$ cat config.mk
export PLATFORM = sky130hd
export DESIGN_NAME = vga_display_ctrl_flat
export DESIGN_NICKNAME = d
export VERILOG_FILES = /design/src/rtl/vga_display_ctrl_if.sv /design/src/rtl/vga_display_ctrl.sv /design/src/flat_wrapper.sv
export SDC_FILE = /design/constraint.sdc
export NUM_CORES = 1
export LEC_CHECK = 0
export CAP_MARGIN = 20
export CORE_MARGIN = 3
export CORE_UTILIZATION = 33
export DETAILED_ROUTE_END_ITERATION = 10
export PLACE_DENSITY = 0.74
export SETUP_SLACK_MARGIN = 0.4
export SLEW_MARGIN = 20
export SYNTH_ARGS = -nofsm -noshare
export SYNTH_HDL_FRONTEND = slang
export SYNTH_SLANG_ARGS = --single-unit
$ cat constraint.sdc
create_clock -name clk -period 1.5 [get_ports clk]
set_clock_uncertainty 0.1 [all_clocks]
set_input_delay 0.15 -clock clk [delete_from_list [all_inputs] [get_ports clk]]
set_output_delay 0.15 -clock clk [all_outputs]
set_load 0.01 [all_outputs]
$ cat src/rtl/vga_display_ctrl_if.sv
// Timer / frame-buffer side of the VGA display controller.
// pixel_pulse qualifies col/row/pixel_data/addr_last for one clk; addr_enable is the same-clk acknowledge.
interface vga_display_ctrl_if;
    logic       pixel_pulse;
    logic [9:0] col;
    logic [9:0] row;
    logic [7:0] pixel_data;
    logic       addr_last;
    logic       addr_enable;

    modport master (
        output pixel_pulse, col, row, pixel_data, addr_last,
        input  addr_enable
    );
    modport slave (
        input  pixel_pulse, col, row, pixel_data, addr_last,
        output addr_enable
    );
endinterface

$ cat src/rtl/vga_display_ctrl.sv
// VGA display controller: frame-buffer address strobes, syncs and RGB through a 2-strobe pipeline.
// Optional colour-bar generator enabled by macro VGA_TEST_PATTERN_EN (adds pattern_sel).
module vga_display_ctrl #(
    parameter logic [9:0] H_ACTIVE     = 10'd640,
    parameter logic [9:0] H_SYNC_START = 10'd656,
    parameter logic [9:0] H_SYNC_END   = 10'd752,
    parameter logic [9:0] V_ACTIVE     = 10'd480,
    parameter logic [9:0] V_SYNC_START = 10'd490,
    parameter logic [9:0] V_SYNC_END   = 10'd492
) (
    input  logic              clk,
    input  logic              rst,
    input  logic              enable,
`ifdef VGA_TEST_PATTERN_EN
    input  logic              pattern_sel,
`endif
    vga_display_ctrl_if.slave bus,
    output logic              hsync,
    output logic              vsync,
    output logic              blank_n,
    output logic [2:0]        red,
    output logic [2:0]        green,
    output logic [1:0]        blue,
    output logic              sync_err,
    output logic              dbg_state
);
    typedef enum logic {IDLE = 1'b0, RUN = 1'b1} state_e;

    state_e     state_q, state_d;
    logic       act_a_q, act_a_d, hs_a_q, hs_a_d, vs_a_q, vs_a_d;
    logic       blank_n_q, blank_n_d, hsync_q, hsync_d, vsync_q, vsync_d;
    logic [7:0] rgb_q, rgb_d;
    logic       sync_err_q, sync_err_d;
    logic       active, hs, vs, start, running, advance, at_last;
    logic [7:0] pix_rgb;
`ifdef VGA_TEST_PATTERN_EN
    logic [9:0] col_a_q, col_a_d, bar_idx;
`endif

    always_comb begin
        active  = (bus.col < H_ACTIVE) && (bus.row < V_ACTIVE);
        hs      = (bus.col >= H_SYNC_START) && (bus.col < H_SYNC_END);
        vs      = (bus.row >= V_SYNC_START) && (bus.row < V_SYNC_END);
        // The strobe that finds the origin is already the first RUN pixel.
        start   = (state_q == IDLE) && enable && bus.pixel_pulse &&
                  (bus.col == 10'd0) && (bus.row == 10'd0);
        running = (state_q == RUN) || start;
        advance = bus.pixel_pulse && running && active;
        at_last = (bus.col == H_ACTIVE - 10'd1) && (bus.row == V_ACTIVE - 10'd1);

        pix_rgb = bus.pixel_data;
`ifdef VGA_TEST_PATTERN_EN
        bar_idx = col_a_q / (H_ACTIVE >> 3);
        if (pattern_sel) begin
            pix_rgb = (bar_idx >= 10'd7) ? 8'hFF : ({5'd0, bar_idx[2:0]} * 8'h24);
        end
        col_a_d = col_a_q;
`endif

        state_d    = state_q;
        act_a_d    = act_a_q;
        hs_a_d     = hs_a_q;
        vs_a_d     = vs_a_q;
        blank_n_d  = blank_n_q;
        hsync_d    = hsync_q;
        vsync_d    = vsync_q;
        rgb_d      = rgb_q;
        sync_err_d = sync_err_q | (advance & (at_last ^ bus.addr_last));

        if ((state_q == RUN) && !enable) begin
            state_d   = IDLE;
            act_a_d   = 1'b0;
            hs_a_d    = 1'b0;
            vs_a_d    = 1'b0;
            blank_n_d = 1'b0;
            hsync_d   = 1'b1;
            vsync_d   = 1'b1;
            rgb_d     = 8'h00;
`ifdef VGA_TEST_PATTERN_EN
            col_a_d   = 10'd0;
`endif
        end else if (running && bus.pixel_pulse) begin
            state_d   = RUN;
            blank_n_d = act_a_q;
            hsync_d   = ~hs_a_q;
            vsync_d   = ~vs_a_q;
            rgb_d     = act_a_q ? pix_rgb : 8'h00;
            act_a_d   = active;
            hs_a_d    = hs;
            vs_a_d    = vs;
`ifdef VGA_TEST_PATTERN_EN
            col_a_d   = bus.col;
`endif
        end
    end

    always_ff @(posedge clk) begin
        if (rst) begin
            state_q    <= IDLE;
            act_a_q    <= 1'b0;
            hs_a_q     <= 1'b0;
            vs_a_q     <= 1'b0;
            blank_n_q  <= 1'b0;
            hsync_q    <= 1'b1;
            vsync_q    <= 1'b1;
            rgb_q      <= 8'h00;
            sync_err_q <= 1'b0;
`ifdef VGA_TEST_PATTERN_EN
            col_a_q    <= 10'd0;
`endif
        end else begin
            state_q    <= state_d;
            act_a_q    <= act_a_d;
            hs_a_q     <= hs_a_d;
            vs_a_q     <= vs_a_d;
            blank_n_q  <= blank_n_d;
            hsync_q    <= hsync_d;
            vsync_q    <= vsync_d;
            rgb_q      <= rgb_d;
            sync_err_q <= sync_err_d;
`ifdef VGA_TEST_PATTERN_EN
            col_a_q    <= col_a_d;
`endif
        end
    end

    assign bus.addr_enable = advance;
    assign hsync           = hsync_q;
    assign vsync           = vsync_q;
    assign blank_n         = blank_n_q;
    assign red             = rgb_q[7:5];
    assign green           = rgb_q[4:2];
    assign blue            = rgb_q[1:0];
    assign sync_err        = sync_err_q;
    assign dbg_state       = (state_q == RUN);
endmodule

$ cat src/flat_wrapper.sv
// flat-port wrapper written by rule: the top's interface ports become plain ports
module vga_display_ctrl_flat 
#(
    parameter logic [9:0] H_ACTIVE     = 10'd640,
    parameter logic [9:0] H_SYNC_START = 10'd656,
    parameter logic [9:0] H_SYNC_END   = 10'd752,
    parameter logic [9:0] V_ACTIVE     = 10'd480,
    parameter logic [9:0] V_SYNC_START = 10'd490,
    parameter logic [9:0] V_SYNC_END   = 10'd492
)
  (clk, rst, enable, hsync, vsync, blank_n, red, green, blue, sync_err, dbg_state, bus_pixel_pulse, bus_col, bus_row, bus_pixel_data, bus_addr_last, bus_addr_enable);
  vga_display_ctrl_if bus_i ();
  input  logic clk;
  input  logic rst;
  input  logic enable;
  output logic hsync;
  output logic vsync;
  output logic blank_n;
  output logic [2:0] red;
  output logic [2:0] green;
  output logic [1:0] blue;
  output logic sync_err;
  output logic dbg_state;
  input wire logic [$bits(bus_i.pixel_pulse)-1:0] bus_pixel_pulse;
  input wire logic [$bits(bus_i.col)-1:0] bus_col;
  input wire logic [$bits(bus_i.row)-1:0] bus_row;
  input wire logic [$bits(bus_i.pixel_data)-1:0] bus_pixel_data;
  input wire logic [$bits(bus_i.addr_last)-1:0] bus_addr_last;
  output wire logic [$bits(bus_i.addr_enable)-1:0] bus_addr_enable;
  assign bus_i.pixel_pulse = bus_pixel_pulse;
  assign bus_i.col = bus_col;
  assign bus_i.row = bus_row;
  assign bus_i.pixel_data = bus_pixel_data;
  assign bus_i.addr_last = bus_addr_last;
  assign bus_addr_enable = bus_i.addr_enable;
  vga_display_ctrl #(.H_ACTIVE(H_ACTIVE), .H_SYNC_START(H_SYNC_START), .H_SYNC_END(H_SYNC_END), .V_ACTIVE(V_ACTIVE), .V_SYNC_START(V_SYNC_START), .V_SYNC_END(V_SYNC_END)) u_core (.clk(clk), .rst(rst), .enable(enable), .bus(bus_i), .hsync(hsync), .vsync(vsync), .blank_n(blank_n), .red(red), .green(green), .blue(blue), .sync_err(sync_err), .dbg_state(dbg_state));
endmodule
==> reports/qor.log <==
qor: detailed_routing.wl_per_cell 16.3 um
qor: detailed_routing.dr.first_iter.drc_count 25
qor: sta.fin_crit_sh 1.08
qor: sta.slew_headroom 0.681
qor: cells_and_area.num_antenna_cells 0
qor: sta.finalMaxSlewViolations 0
qor: detailed_routing.via_count 1038
qor: worst_hold_path.hold-path-endpoint u_core.vs_a_q
qor: clock_network.clock_tree_from_tritoncts done
qor: detailed_routing.final_antenna_net_count 0
qor: detailed_routing.routed_wl 3280 um
qor: global_routing.wire_length_of_the_first_global_routing_pass 5000 um
qor: cells_and_area.total_area_of_multi_input_combinational_cells 638 um^2
qor: place.routabilityCongestion 0.837
qor: power.power_per_cell_area 528 nW/um^2
qor: global_routing.antenna_found_initial 0
qor: global_routing.largest_net_degree_at_the_start_of_global_routing 12
qor: run_status.failed_checks setup timing
qor: synth.synth.top_cells.by_count sky130_fd_sc_hd__nand2_1, sky130_fd_sc_hd__dfxtp_1, sky130_fd_sc_hd__a21oi_1, sky130_fd_sc_hd__nand3_1, sky130_fd_sc_hd__nor4_1
qor: place.placed_cells 190
qor: synth.synth-warning-count 0
qor: synth.synth.top_cell.area_share 0.400
qor: sta.timing.final.crit_period 1620 ps
qor: synth.edff_count_synth 0
qor: power.report.power.total 0.000883 W
qor: synth.synth_compound_gate_area_share 0.169
qor: cells_and_area.area_growth_syn_to_layout 109%
qor: floorplan.die-height 55.3 um
qor: synth.synthSimpleGateAreaFrac 0.364
qor: critical_path.endpoint_of_the_worst_slack_reg_to_reg_timing_path u_core.vsync
qor: sta.timing.setup.tns -1250 ps
qor: synth.yosysSeqAreaShare 0.400
qor: floorplan.initial_utilization 0.355
qor: floorplan.rows 17
qor: cells_and_area.fraction_of_layout_instances_using_a_drive_strength_above_1 0.694
qor: detailed_routing.drt-pass1-iter-count 4
qor: sta.worst-slew-pin-transition 477 ps
qor: floorplan.die-width 55.3 um
qor: synth.synth_seq_cells 16
qor: floorplan.core_area 2250 um^2
qor: critical_path.timing.critical_path.slowest_stage_cell sky130_fd_sc_hd__o41ai_4
qor: detailed_routing.drc 0
qor: clock_network.clock_latency 300 ps
qor: critical_path.crit-reg2reg-launch u_core.dbg_state
qor: clock_network.clock-sinks 16
qor: synth.ys_types 27
qor: global_routing.first_global_vias 1044
qor: critical_path.cp-start-kind input pin
qor: synth.yosys-mux-area-fraction 0
qor: synth.synth_area_leader_cell sky130_fd_sc_hd__dfxtp_1
qor: run_status.outcome complete, but fails checks
qor: synth.main_combinational_cell_family_by_area_after_synthesis simple AND/OR/NAND/NOR gates
qor: critical_path.required 1250 ps
qor: sta.report.final.hold_viol_count 0
qor: critical_path.timing.setup.critical_path_class input pin to primary output
qor: synth.synth.net_count 129
qor: synth.synthMostInstantiatedCell sky130_fd_sc_hd__nand2_1
qor: power.vdd_drop_max 0.000615 V
qor: run.maxCapViolations 0
qor: critical_path.worst_setup_path_end_kind primary output
qor: cells_and_area.fillCellCount 161
qor: clock_network.clock_tree.buffer_depth 2
qor: synth.syn-cell-area 801 um^2
qor: clock_network.clkSlewWorstSetupHoldPaths 90 ps
qor: sta.finalSetupViolations 15
qor: synth.synth-main-ff-cell sky130_fd_sc_hd__dfxtp_1
qor: critical_path.cp_cell_sequence buf_6, nor4_4, nand4_4, o41ai_4, nand2_2, inv_2, buf_6
qor: place.dp_hpwl 2230 um
qor: synth.async_reset_ff_frac 0
qor: cells_and_area.num-nets-final 207
qor: cells_and_area.final-instance-count-excl-fill 201
qor: global_routing.gr-usage-all-layers 0.203
qor: global_routing.residual_overflow_from_global_routing 0
qor: critical_path.r2r_setup_slack -40 ps
qor: place.placement.io_buffers 46
qor: critical_path.reg2regPathDepth 6
qor: synth.gate_count_post_synth 96
qor: synth.synth-adder-area-share 0
qor: critical_path.cp_common_cell sky130_fd_sc_hd__buf_6
qor: worst_hold_path.hold_path_startpoint bus_row[4]
qor: clock_network.cts_inserted_buffers 3
qor: clock_network.clock-root-buffer sky130_fd_sc_hd__clkbuf_4
qor: power.power.leakage 0.694 nW
qor: critical_path.critical_path.max_fanout 2
qor: clock_network.cts_max_level 1
qor: detailed_routing.routed_via_density 5.16
qor: synth.post_synth.cell_area_avg 8.34 um^2
qor: floorplan.die_area 3050 um^2
qor: cells_and_area.sequential_cell_area 335 um^2
qor: worst_hold_path.hold_depth 5
qor: synth.post_synth_xor_area_fraction 0.0109
qor: synth.synth_area_leaders sky130_fd_sc_hd__dfxtp_1, sky130_fd_sc_hd__nand2_1, sky130_fd_sc_hd__a21oi_1
qor: floorplan.boundaryPins 47
qor: sta.unrepaired_setup_endpoints_after_global_routing true
qor: sta.post-route-worst-setup-slack -125 ps
qor: critical_path.critical_path.max_stage_delay 390 ps
qor: critical_path.critPathArrivalTime 1370 ps
qor: sta.fmax 616 MHz
qor: worst_hold_path.min_path_type input pin to register
==> final cells by class <==
cell class | instances | share of cell area
clock buffers | 4 | 0.0217
inverters | 3 | 0.00673
multi-input cells | 73 | 0.381
flip-flops and latches | 16 | 0.200
well taps | 28 | 0.0209
repair buffers | 77 | 0.369
==> metrics by stage <==
stage	hold slack [ps]	cell area (um^2)	setup WS, ps	util
6_report	155	1670	-125	0.742
5_1_grt	161	1670	-179	0.742
4_1_cts	134	1540	-175	0.684
3_5_place_dp	345	1460	-959	0.647
3_3_place_gp	338	1460	-848	0.647
2_1_floorplan	164	817	-111	-
==> worst max-delay path: cells and delay by family <==
family,cells,cell delay [ps]
AO/OA/AOI/OAI,1,390
buffers and inverters,3,260
AND/OR/NAND/NOR,3,580
==> per-layer routing <==
layer,share of wire,wire [um],track usage
met1,0.40,1320,0.235
met3,0.051,168,0.0631
met2,0.54,1770,0.360
met5,0,0,0
met4,0.0094,31,0.0486
==> power breakdown <==
group	switching [W]	leakage, nW	total, W	internal, W
Sequential	0.0000000000750	0.133	0.000424	0.000424
Combinational	0.0000701	0.540	0.000169	0.0000992
Clock	0.000142	0.0210	0.000290	0.000148
==> flip-flops by register name, summed over array words and instances, names as in the netlist <==
register and cells:
u_core.blank_n 1, u_core.vsync 1, u_core.sync_err 1, u_core.act_a_q 1
u_core.hsync 1, u_core.dbg_state 1, u_core.rgb_q 8, u_core.hs_a_q 1
u_core.vs_a_q 1
==> worst max-delay path by stage <==
| stage | slack, ps | start | depth (start not counted) | endpoint |
|---|---|---|---|---|
| after floorplan | -110 | bus_col[5] | 3 | u_core.hsync |
| after global placement | -850 | bus_col[7] | 7 | bus_addr_enable |
| after detailed placement | -960 | bus_col[0] | 7 | bus_addr_enable |
| after CTS | -180 | bus_row[4] | 6 | bus_addr_enable |
| after global routing | -180 | bus_col[8] | 7 | bus_addr_enable |
| final | -120 | bus_col[8] | 7 | bus_addr_enable |
==> cells in the final DEF, fill, tap and decap left out, types with 2 or more instances in the layout <==
master and instances:
sky130_fd_sc_hd__nor4_1 2, sky130_fd_sc_hd__inv_1 2, sky130_fd_sc_hd__buf_6 16, sky130_fd_sc_hd__clkbuf_2 10
sky130_fd_sc_hd__a211o_1 2, sky130_fd_sc_hd__nand3_2 3, sky130_fd_sc_hd__nand2_1 9, sky130_fd_sc_hd__a21oi_2 12
sky130_fd_sc_hd__nand2_4 8, sky130_fd_sc_hd__nor2_1 2, sky130_fd_sc_hd__dfxtp_2 12, sky130_fd_sc_hd__dfxtp_1 4
sky130_fd_sc_hd__nand3b_1 2, sky130_fd_sc_hd__and3_1 2, sky130_fd_sc_hd__buf_4 23, sky130_fd_sc_hd__nand3_1 6
sky130_fd_sc_hd__nor4_4 4, sky130_fd_sc_hd__clkdlybuf4s50_1 11, sky130_fd_sc_hd__buf_2 14, sky130_fd_sc_hd__nand2_2 5
sky130_fd_sc_hd__clkbuf_4 3
==> logic make-up after synthesis <==
kind of cell / count (synthesis)
AOI/OAI and AO/OA: 19
and+or+nand+nor: 53
buffers and inverters: 7
xor gates and xnor gates: 1
DFF: 16
==> what timing repair did <==
action,CTS,global route
endpoints found under the setup margin,30,23
pin swaps,14,28
gates resized for setup,121,82
hold buffers,0,0
buffers inserted,2,4
gates cloned,1,0
No activity file was read; power rests on OpenSTA's default activity.
